**src/rtl/lua_mem_arbiter.sv**
```systemverilog
// lua_mem_arbiter: round-robin sharing of the lua_cpu Avalon-MM master between
// the program counter, instruction register and register-file spill/fill.
// A grant is registered in IDLE and held in GRANT until the granted transfer
// completes (waitrequest low) or the requester withdraws its strobe.
//
// Handshake: each requester holds read/write (and address/data) until it sees
// its req_waitrequest bit low in a cycle; that cycle is the accept cycle and
// req_readdata is valid for reads. The master side follows Avalon-MM: strobes
// stay stable while mem_waitrequest is high.
module lua_mem_arbiter #(
  parameter int NUM_REQ = 3,
  parameter int ADDR_W  = 32,
  parameter int DATA_W  = 32
) (
  input  logic                         clk,
  input  logic                         rst,
  input  logic [NUM_REQ*ADDR_W-1:0]    req_address,
  input  logic [NUM_REQ*DATA_W-1:0]    req_writedata,
  input  logic [NUM_REQ-1:0]           req_read,
  input  logic [NUM_REQ-1:0]           req_write,
  output logic [DATA_W-1:0]            req_readdata,
  output logic [NUM_REQ-1:0]           req_waitrequest,
  output logic [ADDR_W-1:0]            mem_address,
  output logic [DATA_W-1:0]            mem_writedata,
  output logic                         mem_read,
  output logic                         mem_write,
  input  logic [DATA_W-1:0]            mem_readdata,
  input  logic                         mem_waitrequest,
  output logic [$clog2(NUM_REQ)-1:0]   grant_idx,
  output logic                         busy,
  output logic                         proto_err
);

  localparam int IDX_W = $clog2(NUM_REQ);

  typedef enum logic {
    ST_IDLE  = 1'b0,
    ST_GRANT = 1'b1
  } state_e;

  state_e             state_q, state_d;
  logic [IDX_W-1:0]   grant_idx_q, grant_idx_d;
  logic [IDX_W-1:0]   last_idx_q, last_idx_d;
  logic               proto_err_q, proto_err_d;

  logic [NUM_REQ-1:0] pending;
  logic [IDX_W-1:0]   winner;
  logic               any_pending;

  logic [ADDR_W-1:0]  sel_address;
  logic [DATA_W-1:0]  sel_writedata;
  logic               sel_read;
  logic               sel_write;

  assign pending = req_read | req_write;

  // Round-robin pick: first pending index above last_idx, else wrap to the lowest.
  always_comb begin
    winner      = last_idx_q;
    any_pending = 1'b0;
    for (int i = 0; i < NUM_REQ; i++) begin
      if (!any_pending && pending[i] && (IDX_W'(i) > last_idx_q)) begin
        winner      = IDX_W'(i);
        any_pending = 1'b1;
      end
    end
    for (int i = 0; i < NUM_REQ; i++) begin
      if (!any_pending && pending[i] && (IDX_W'(i) <= last_idx_q)) begin
        winner      = IDX_W'(i);
        any_pending = 1'b1;
      end
    end
  end

  // Select the bus of the registered grant (mux keyed on constant indices).
  always_comb begin
    sel_address   = '0;
    sel_writedata = '0;
    sel_read      = 1'b0;
    sel_write     = 1'b0;
    for (int i = 0; i < NUM_REQ; i++) begin
      if (grant_idx_q == IDX_W'(i)) begin
        sel_address   = req_address[i*ADDR_W +: ADDR_W];
        sel_writedata = req_writedata[i*DATA_W +: DATA_W];
        sel_read      = req_read[i];
        sel_write     = req_write[i];
      end
    end
  end

  // Next-state logic and master/requester outputs; IDLE drives an all-quiet bus.
  always_comb begin
    state_d         = state_q;
    grant_idx_d     = grant_idx_q;
    last_idx_d      = last_idx_q;
    proto_err_d     = proto_err_q;
    mem_address     = '0;
    mem_writedata   = '0;
    mem_read        = 1'b0;
    mem_write       = 1'b0;
    req_waitrequest = '1;

    unique case (state_q)
      ST_IDLE: begin
        if (any_pending) begin
          grant_idx_d = winner;
          state_d     = ST_GRANT;
        end
      end
      ST_GRANT: begin
        mem_address   = sel_address;
        mem_writedata = sel_writedata;
        mem_read      = sel_read;
        // Read wins a read+write collision; the collision is flagged below.
        mem_write     = sel_write & ~sel_read;
        for (int i = 0; i < NUM_REQ; i++) begin
          if (grant_idx_q == IDX_W'(i)) begin
            req_waitrequest[i] = mem_waitrequest;
          end
        end
        if (sel_read && sel_write) begin
          proto_err_d = 1'b1;
        end
        // Completion or withdrawn request both release the grant.
        if (!(sel_read || sel_write) || !mem_waitrequest) begin
          last_idx_d = grant_idx_q;
          state_d    = ST_IDLE;
        end
      end
      default: begin
        state_d = ST_IDLE;
      end
    endcase
  end

  // State registers with synchronous reset; reset aborts any grant in flight.
  always_ff @(posedge clk) begin
    if (rst) begin
      state_q     <= ST_IDLE;
      grant_idx_q <= '0;
      last_idx_q  <= IDX_W'(NUM_REQ - 1);
      proto_err_q <= 1'b0;
    end else begin
      state_q     <= state_d;
      grant_idx_q <= grant_idx_d;
      last_idx_q  <= last_idx_d;
      proto_err_q <= proto_err_d;
    end
  end

  assign req_readdata = mem_readdata;
  assign grant_idx    = grant_idx_q;
  assign busy         = (state_q == ST_GRANT);
  assign proto_err    = proto_err_q;

endmodule

```
**config.mk**
```make
export PLATFORM = sky130hd
export DESIGN_NAME = lua_mem_arbiter
export DESIGN_NICKNAME = d
export VERILOG_FILES = /design/src/rtl/lua_mem_arbiter.sv
export SDC_FILE = /design/constraint.sdc
export NUM_CORES = 1
export LEC_CHECK = 0
export CORE_AREA = 2 2 133 135
export DETAILED_ROUTE_END_ITERATION = 10
export DIE_AREA = 0 0 135 137
export GPL_ROUTABILITY_DRIVEN = 0
export SLEW_MARGIN = 25
export SYNTH_ARGS = -nofsm -noshare
export SYNTH_HDL_FRONTEND = slang
export SYNTH_SLANG_ARGS = --single-unit
```
**constraint.sdc**
```tcl
create_clock -name clk -period 2 [get_ports clk]
set_input_delay 0.5 -clock clk [delete_from_list [all_inputs] [get_ports clk]]
set_output_delay 0.5 -clock clk [all_outputs]
set_load 0.01 [all_outputs]
```
==> impl_metrics.tcl, run 1 <==
set metrics [dict create \
    hold_viol 0 \
    ys_seq_elements 6 \
    pre_cts_slack_ns -0.5854 \
    firstDrtPassIters 4 \
    r2r_slack_ns 0.27 \
    drt_iter0_drc 82 \
    crit_type "flop to primary output" \
    top_layer "met4" \
    via_per_inst 4.049 \
    yosysTopAreaCell "mux2i_1" \
    tightestPinTransition_ns 0.3053 \
    rows 48 \
    clock_latency_ns 0.23 \
    wl_met3_um 949 \
    cts_sinks 6 \
    fp.dieH_um 137 \
    critPathLaunch "grant_idx[1]" \
    grt_pass1_vias 3573 \
    dr_wl_met2_um 6961 \
    synthesis.area_mm2 0.002445 \
    cts-buffers-inserted 3 \
    leakagePower_nw 2.406 \
    cts-root-buf "clkbuf_16" \
    max_freq_mhz 470.0 \
    place_hpwl_um 9166 \
    setup_viol 50 \
    fin_skew_ns 0.003065 \
    syn_area_per_cell_um2 6.680 \
    violations "setup timing" \
    final.setup.tns_ns -2.808 \
    rsz0062_at_grt "true" \
    synth_top_area_share_pct 27.84 \
    rr_startpoint "grant_idx[1]" \
    reg2regPathDepth 9 \
    yosysMostFrequentCell "mux2i_1" \
    cp-end-kind "primary output" \
    drc 0 \
    n_antenna_cell 0 \
    yosys-top-cells-area "mux2i_1, and2_1, o21ai_0, buf_4, nand2_1" \
    clockBufferDepth 2 \
    yosysWarnings 0 \
    finalCritPeriodShare_pct 106.4 \
    synthCells 366 \
    async_reset_ff_share_pct 0 \
    grt_pass1_wl_um 19550 \
    synth_edf_count 0 \
    ys_seq_area_share_pct 4.913 \
    avgRoutedWirePerCell_um 15.58 \
    grt_max_degree 51 \
    drt-total-wl_um 13640 \
    cap_viol_max_count 0 \
    status "finished with violations" \
    cts_tree "done" \
    grt_overflow 0 \
    synth_fp_nets 599 \
    die_width_um 135 \
    powerDensity_mw_per_mm2 360.9 \
    ios 338 \
    vias 3547 \
    min_path_cells 2 \
    htreeDepth 1 \
    final_layout_size_suffix_gt1_share_pct 28.57 \
    core_area_mm2 0.01706 \
    reg2reg_to "proto_err" \
    slew_violations 0 \
    met1Wirelength_um 5483 \
    cp.required_ns 1.50 \
    areaGrowthSynthToFinish_pct 142.9 \
    ir_drop_mv 0.2565 \
    maxSlewHeadroom_pct 79.64 \
    layout_setup_ws_ns -0.1276 \
    hold_path_class "flop to flop" \
    cp-start-kind "flop" \
    nets 885 \
    ant_nets 0 \
    ys.flop_type "dfxtp_1" \
    ys_types 29 \
    dieArea_mm2 0.01850 \
    crit_path_end "mem_address[27]" \
    synthTopCellsByCount "mux2i_1, nand2_1, and2_1, o21ai_0, buf_4" \
    track_usage_pct 13.53 \
    worstPathArrival_ns 1.63 \
    cp_max_fo 7 \
    fillCellCount 1793 \
    portBuffers 273 \
    antenna_found_initial 0 \
    final.min_clock_period_ns 2.128 \
    initial_core_util_pct 14.33 \
    clk_pin_slew_ns 0.04 \
]
-- sequential cells by signal (all words and copies together), names as in the netlist --
name,cells
proto_err,1
busy,1
grant_idx,2
last_idx_q,2
-- cells in the final DEF, fill, tap and decap left out, types with 3 or more instances in the layout --
cell type and instances:
dlygate4sd2_1 3, o21ai_0 3, nor2_1 10, o21ai_1 54
dfxtp_1 3, buf_6 20, o21ai_2 9, buf_12 16
mux2i_1 62, buf_2 58, nand2_1 48, clkdlybuf4s50_1 200
nand2b_1 3, clkbuf_16 4, mux2i_4 4, buf_8 4
nand2_4 5, and2_1 64, buf_4 28, nand2_2 13
buf_16 6, clkbuf_2 6
-- final cells by class --
| cell class | count | area [um^2] | share of cell area, % |
|---|---|---|---|
| Clock buffer | 4 | 78.83 | 1.327 |
| Sequential cell | 6 | 126.4 | 2.128 |
| Tap cell | 225 | 281.5 | 4.740 |
| Multi-Input combinational cell | 296 | 2041 | 34.36 |
| Timing Repair Buffer | 345 | 3412 | 57.45 |
-- stage by stage --
step	instance area, um^2	instances	total power [mW]	utilization (%)	hold slack, ns
2_1_floorplan	2445	366	0.7849	-	0.4744
3_3_place_gp	5421	838	1.607	31.79	0.4675
3_5_place_dp	5421	838	1.613	31.79	0.4684
4_1_cts	5866	874	2.118	34.39	0.4749
5_1_grt	5939	876	2.291	34.82	0.5253
6_report	5939	876	2.144	34.82	0.4907
-- critical path, cell delays in order, from the launching register on --
cell	delay, ns
dfxtp_4	0.42
nor2b_4	0.08
buf_12	0.14
buf_12	0.12
buf_12	0.13
buf_6	0.11
nand2_4	0.06
o21ai_2	0.04
and2_1	0.15
buf_2	0.13
-- power by group --
| group | switching (mW) | leakage [nW] | total [mW] | internal, mW |
|---|---|---|---|---|
| combinational | 0.643 | 2.32 | 1.66 | 1.02 |
| sequential | 0.0178 | 0.0506 | 0.151 | 0.133 |
| clock | 0.0697 | 0.0382 | 0.334 | 0.265 |
-- layer usage --
metal	global-route usage [%]	up-vias
met5	0	-
li1	-	1778
met3	3.000	22
met1	16.17	1610
met2	24.62	137
met4	3.183	0
-- cells by family after synthesis --
group,Yosys count,share of synthesized area [%]
buf+inv,64,18.58
mux,68,27.84
flops,6,4.913
simple gates,153,31.99
compound gates,75,16.68
-- how the worst min path moves through the flow --
stage          slack [ns]            end          start
2_1_floorplan        0.47  last_idx_q[0]  last_idx_q[0]
5_1_grt              0.53      proto_err      proto_err
6_report             0.49      proto_err      proto_err
3_5_place_dp         0.47      proto_err      proto_err
4_1_cts              0.47      proto_err      proto_err
3_3_place_gp         0.47      proto_err      proto_err
-- what timing repair did --
| action | CTS | global route |
|---|---|---|
| hold buffers | 0 | 0 |
| pin swaps | 36 | 63 |
| endpoints found under the setup margin | 70 | 68 |
| cloned | 9 | 1 |
| gates resized for setup | 322 | 102 |
| setup buffers | 24 | 9 |
(Power assumes the default switching activity.)
==> run 2: changes to the inputs <==
==> constraint.sdc (replaced) <==
create_clock -name clk -period 2.07 [get_ports clk]
set_input_delay 0.5175 -clock clk [delete_from_list [all_inputs] [get_ports clk]]
set_output_delay 0.5175 -clock clk [all_outputs]
set_load 0.01 [all_outputs]
==> run 2 against run 1 <==
Effect of this change:
- the run still ends with setup timing left
- clock skew increased by 0.0012 ns
- clock power decreased by 2%
- sequential share of layout area about the same
- combinational power decreased by 7%
- final area decreased by 1.2%
- first-iteration DRC count decreased by 2.4%
- final cell count unchanged
- wire length decreased by 1.2%
==> impl_metrics.tcl, run 2 (same netlist as run 1, synthesis figures left out) <==
set metrics [dict create \
    via_per_inst 4.026 \
    cp.buffers_inverters 2 \
    layout.cells.non_filler 876 \
    hold_viol 0 \
    crit_type "primary input to primary output" \
    firstDrtPassIters 4 \
    finalCritPeriodShare_pct 101.1 \
    drc 0 \
    clk_pin_slew_ns 0.03 \
    areaGrowthSynthToFinish_pct 139.9 \
    worstPathArrival_ns 1.58 \
    tightestPinTransition_ns 0.2610 \
    cap_viol_max_count 0 \
    path_cells "clkdlybuf4s50_1 > mux2i_1 > o21ai_0 > and2_1 > clkdlybuf4s15_1" \
    clockBufferDepth 2 \
    rows 48 \
    grt_pass1_vias 3389 \
    fin_total_pwr_mw 2.016 \
    hold_path_class "flop to flop" \
    dieArea_mm2 0.01850 \
    min_path_cells 2 \
    fin_skew_ns 0.004264 \
    dr_wl_met2_um 6738 \
    cts-buffers-inserted 3 \
    drt-total-wl_um 13480 \
    met1Wirelength_um 5375 \
    clock_latency_ns 0.23 \
    cp_max_fo 1 \
    status "finished with violations" \
    avgRoutedWirePerCell_um 15.39 \
    cp.required_ns 1.55 \
    critPathMaxStageDelay_ns 0.48 \
    track_usage_pct 12.50 \
    final_layout_size_suffix_gt1_share_pct 25.65 \
    vias 3527 \
    htreeDepth 1 \
    setup_viol 18 \
    cp-start-kind "primary input" \
    fp.dieH_um 137 \
    die_width_um 135 \
    crit_slowest_cell "clkdlybuf4s50_1" \
    rsz0062_at_grt "true" \
    n_antenna_cell 0 \
    initial_core_util_pct 14.33 \
    nets 885 \
    violations "setup timing" \
    cts-root-buf "clkbuf_16" \
    final.min_clock_period_ns 2.093 \
    cp-end-kind "primary output" \
    maxSlewHeadroom_pct 82.55 \
    mostFrequentLayoutCells "clkdlybuf4s50_1, and2_1, mux2i_1" \
    cp.depth 5 \
    wl_met3_um 1049 \
    portBuffers 273 \
    core_area_mm2 0.01706 \
    mostFrequentLayoutCell "clkdlybuf4s50_1" \
    grt_pass1_wl_um 18290 \
    max_freq_mhz 477.8 \
    cpLargestDelayFamily "buffers and inverters" \
    cts_sinks 6 \
    drt_iter0_drc 80 \
    grt_overflow 0 \
    dpl.cell_count 839 \
    ios 338 \
    place_hpwl_um 9148 \
    ant_nets 0 \
    cts_tree "done" \
    slew_violations 0 \
    antenna_found_initial 0 \
    leakagePower_nw 2.346 \
    grt_max_degree 51 \
    reg2regPathDepth 7 \
    fillCellCount 1843 \
    powerDensity_mw_per_mm2 343.6 \
    layout_setup_ws_ns -0.02296 \
    ir_drop_mv 0.2146 \
    top_layer "met4" \
]
## run 2: cell types whose count changed in the layout (fill, tap and decap cells not counted), moves of 6 or more
| cell | previous run | this run |
|---|---|---|
| o21ai_0 | 3 | 33 |
| o21ai_1 | 54 | 30 |
| nand2_1 | 48 | 60 |
| buf_2 | 58 | 49 |
| buf_6 | 20 | 28 |
| nand2_2 | 13 | 6 |
| buf_4 | 28 | 22 |
| o21ai_2 | 9 | 3 |
## run 2: final timing paths
kind | start | end | slack (ns)
worst max-delay path | req_writedata[29] | mem_writedata[29] | -0.02
worst min-delay path | proto_err | proto_err | 0.50
worst min register to register | proto_err | proto_err | 0.50
worst max register to register | grant_idx[1] | last_idx_q[1] | 0.40
## run 2: layer usage
metal  track usage (%)  vias to the layer above
li1                  -                     1776
met1             14.73                     1573
met2             22.53                      148
met3             2.889                       30
met4             3.704                        0
met5                 0                        -
## run 2: worst reg2reg max path, stage by stage, from the launching register on
cell and delay (ns):
dfxtp_4 0.41, buf_12 0.13, clkbuf_16 0.13, mux2i_1 0.22, o2bb2ai_2 0.10, buf_4 0.14, o21ai_2 0.24, mux2i_1 0.22
## run 2: repair_timing
action,CTS,global route
endpoints found under the hold margin,0,0
gates cloned,4,7
setup endpoints to repair,70,60
pin swaps,4,34
resized for setup,248,110
hold buffers,0,0
setup buffers,17,7
## run 2: through the flow
| step | util [%] | TNS, ns | instance area [um^2] | setup slack (ns) | hold slack (ns) |
|---|---|---|---|---|---|
| floorplan | - | 0 | 2445 | 0.2984 | 0.4744 |
| global placement | 31.83 | -20.78 | 5429 | -0.5385 | 0.4663 |
| detailed placement | 31.83 | -21.30 | 5429 | -0.5575 | 0.4825 |
| CTS | 33.11 | -4.095 | 5647 | -0.2357 | 0.4898 |
| global route | 34.39 | -3.162 | 5866 | -0.1011 | 0.5392 |
| finish | 34.39 | -0.1267 | 5866 | -0.02296 | 0.4963 |
## run 2: layout make-up
class	instances	area, um^2	area share, %
clock buffer	4	78.83	1.344
sequential	6	126.4	2.154
multi-input combinational	296	1951	33.26
timing repair buffer	345	3428	58.45
tap	225	281.5	4.799
## run 2: where the power goes
part	internal (mW)	leakage (nW)	total, mW	switching (mW)
Clock	0.256	0.0382	0.326	0.0701
Combinational	0.952	2.26	1.54	0.593
Sequential	0.128	0.0506	0.145	0.0169
Total	1.34	2.35	2.02	0.680
==> run 3: changes to the inputs <==
--- a/config.mk
+++ b/config.mk
@@ -6,6 +6,7 @@
 export NUM_CORES = 1
 export LEC_CHECK = 0
 export CORE_AREA = 2 2 133 135
+export CTS_CLUSTER_SIZE = 16
 export DETAILED_ROUTE_END_ITERATION = 10
 export DIE_AREA = 0 0 135 137
 export GPL_ROUTABILITY_DRIVEN = 0
==> results of run 3 <==
The final DEF is identical to that of run 2; final timing and power are the same.
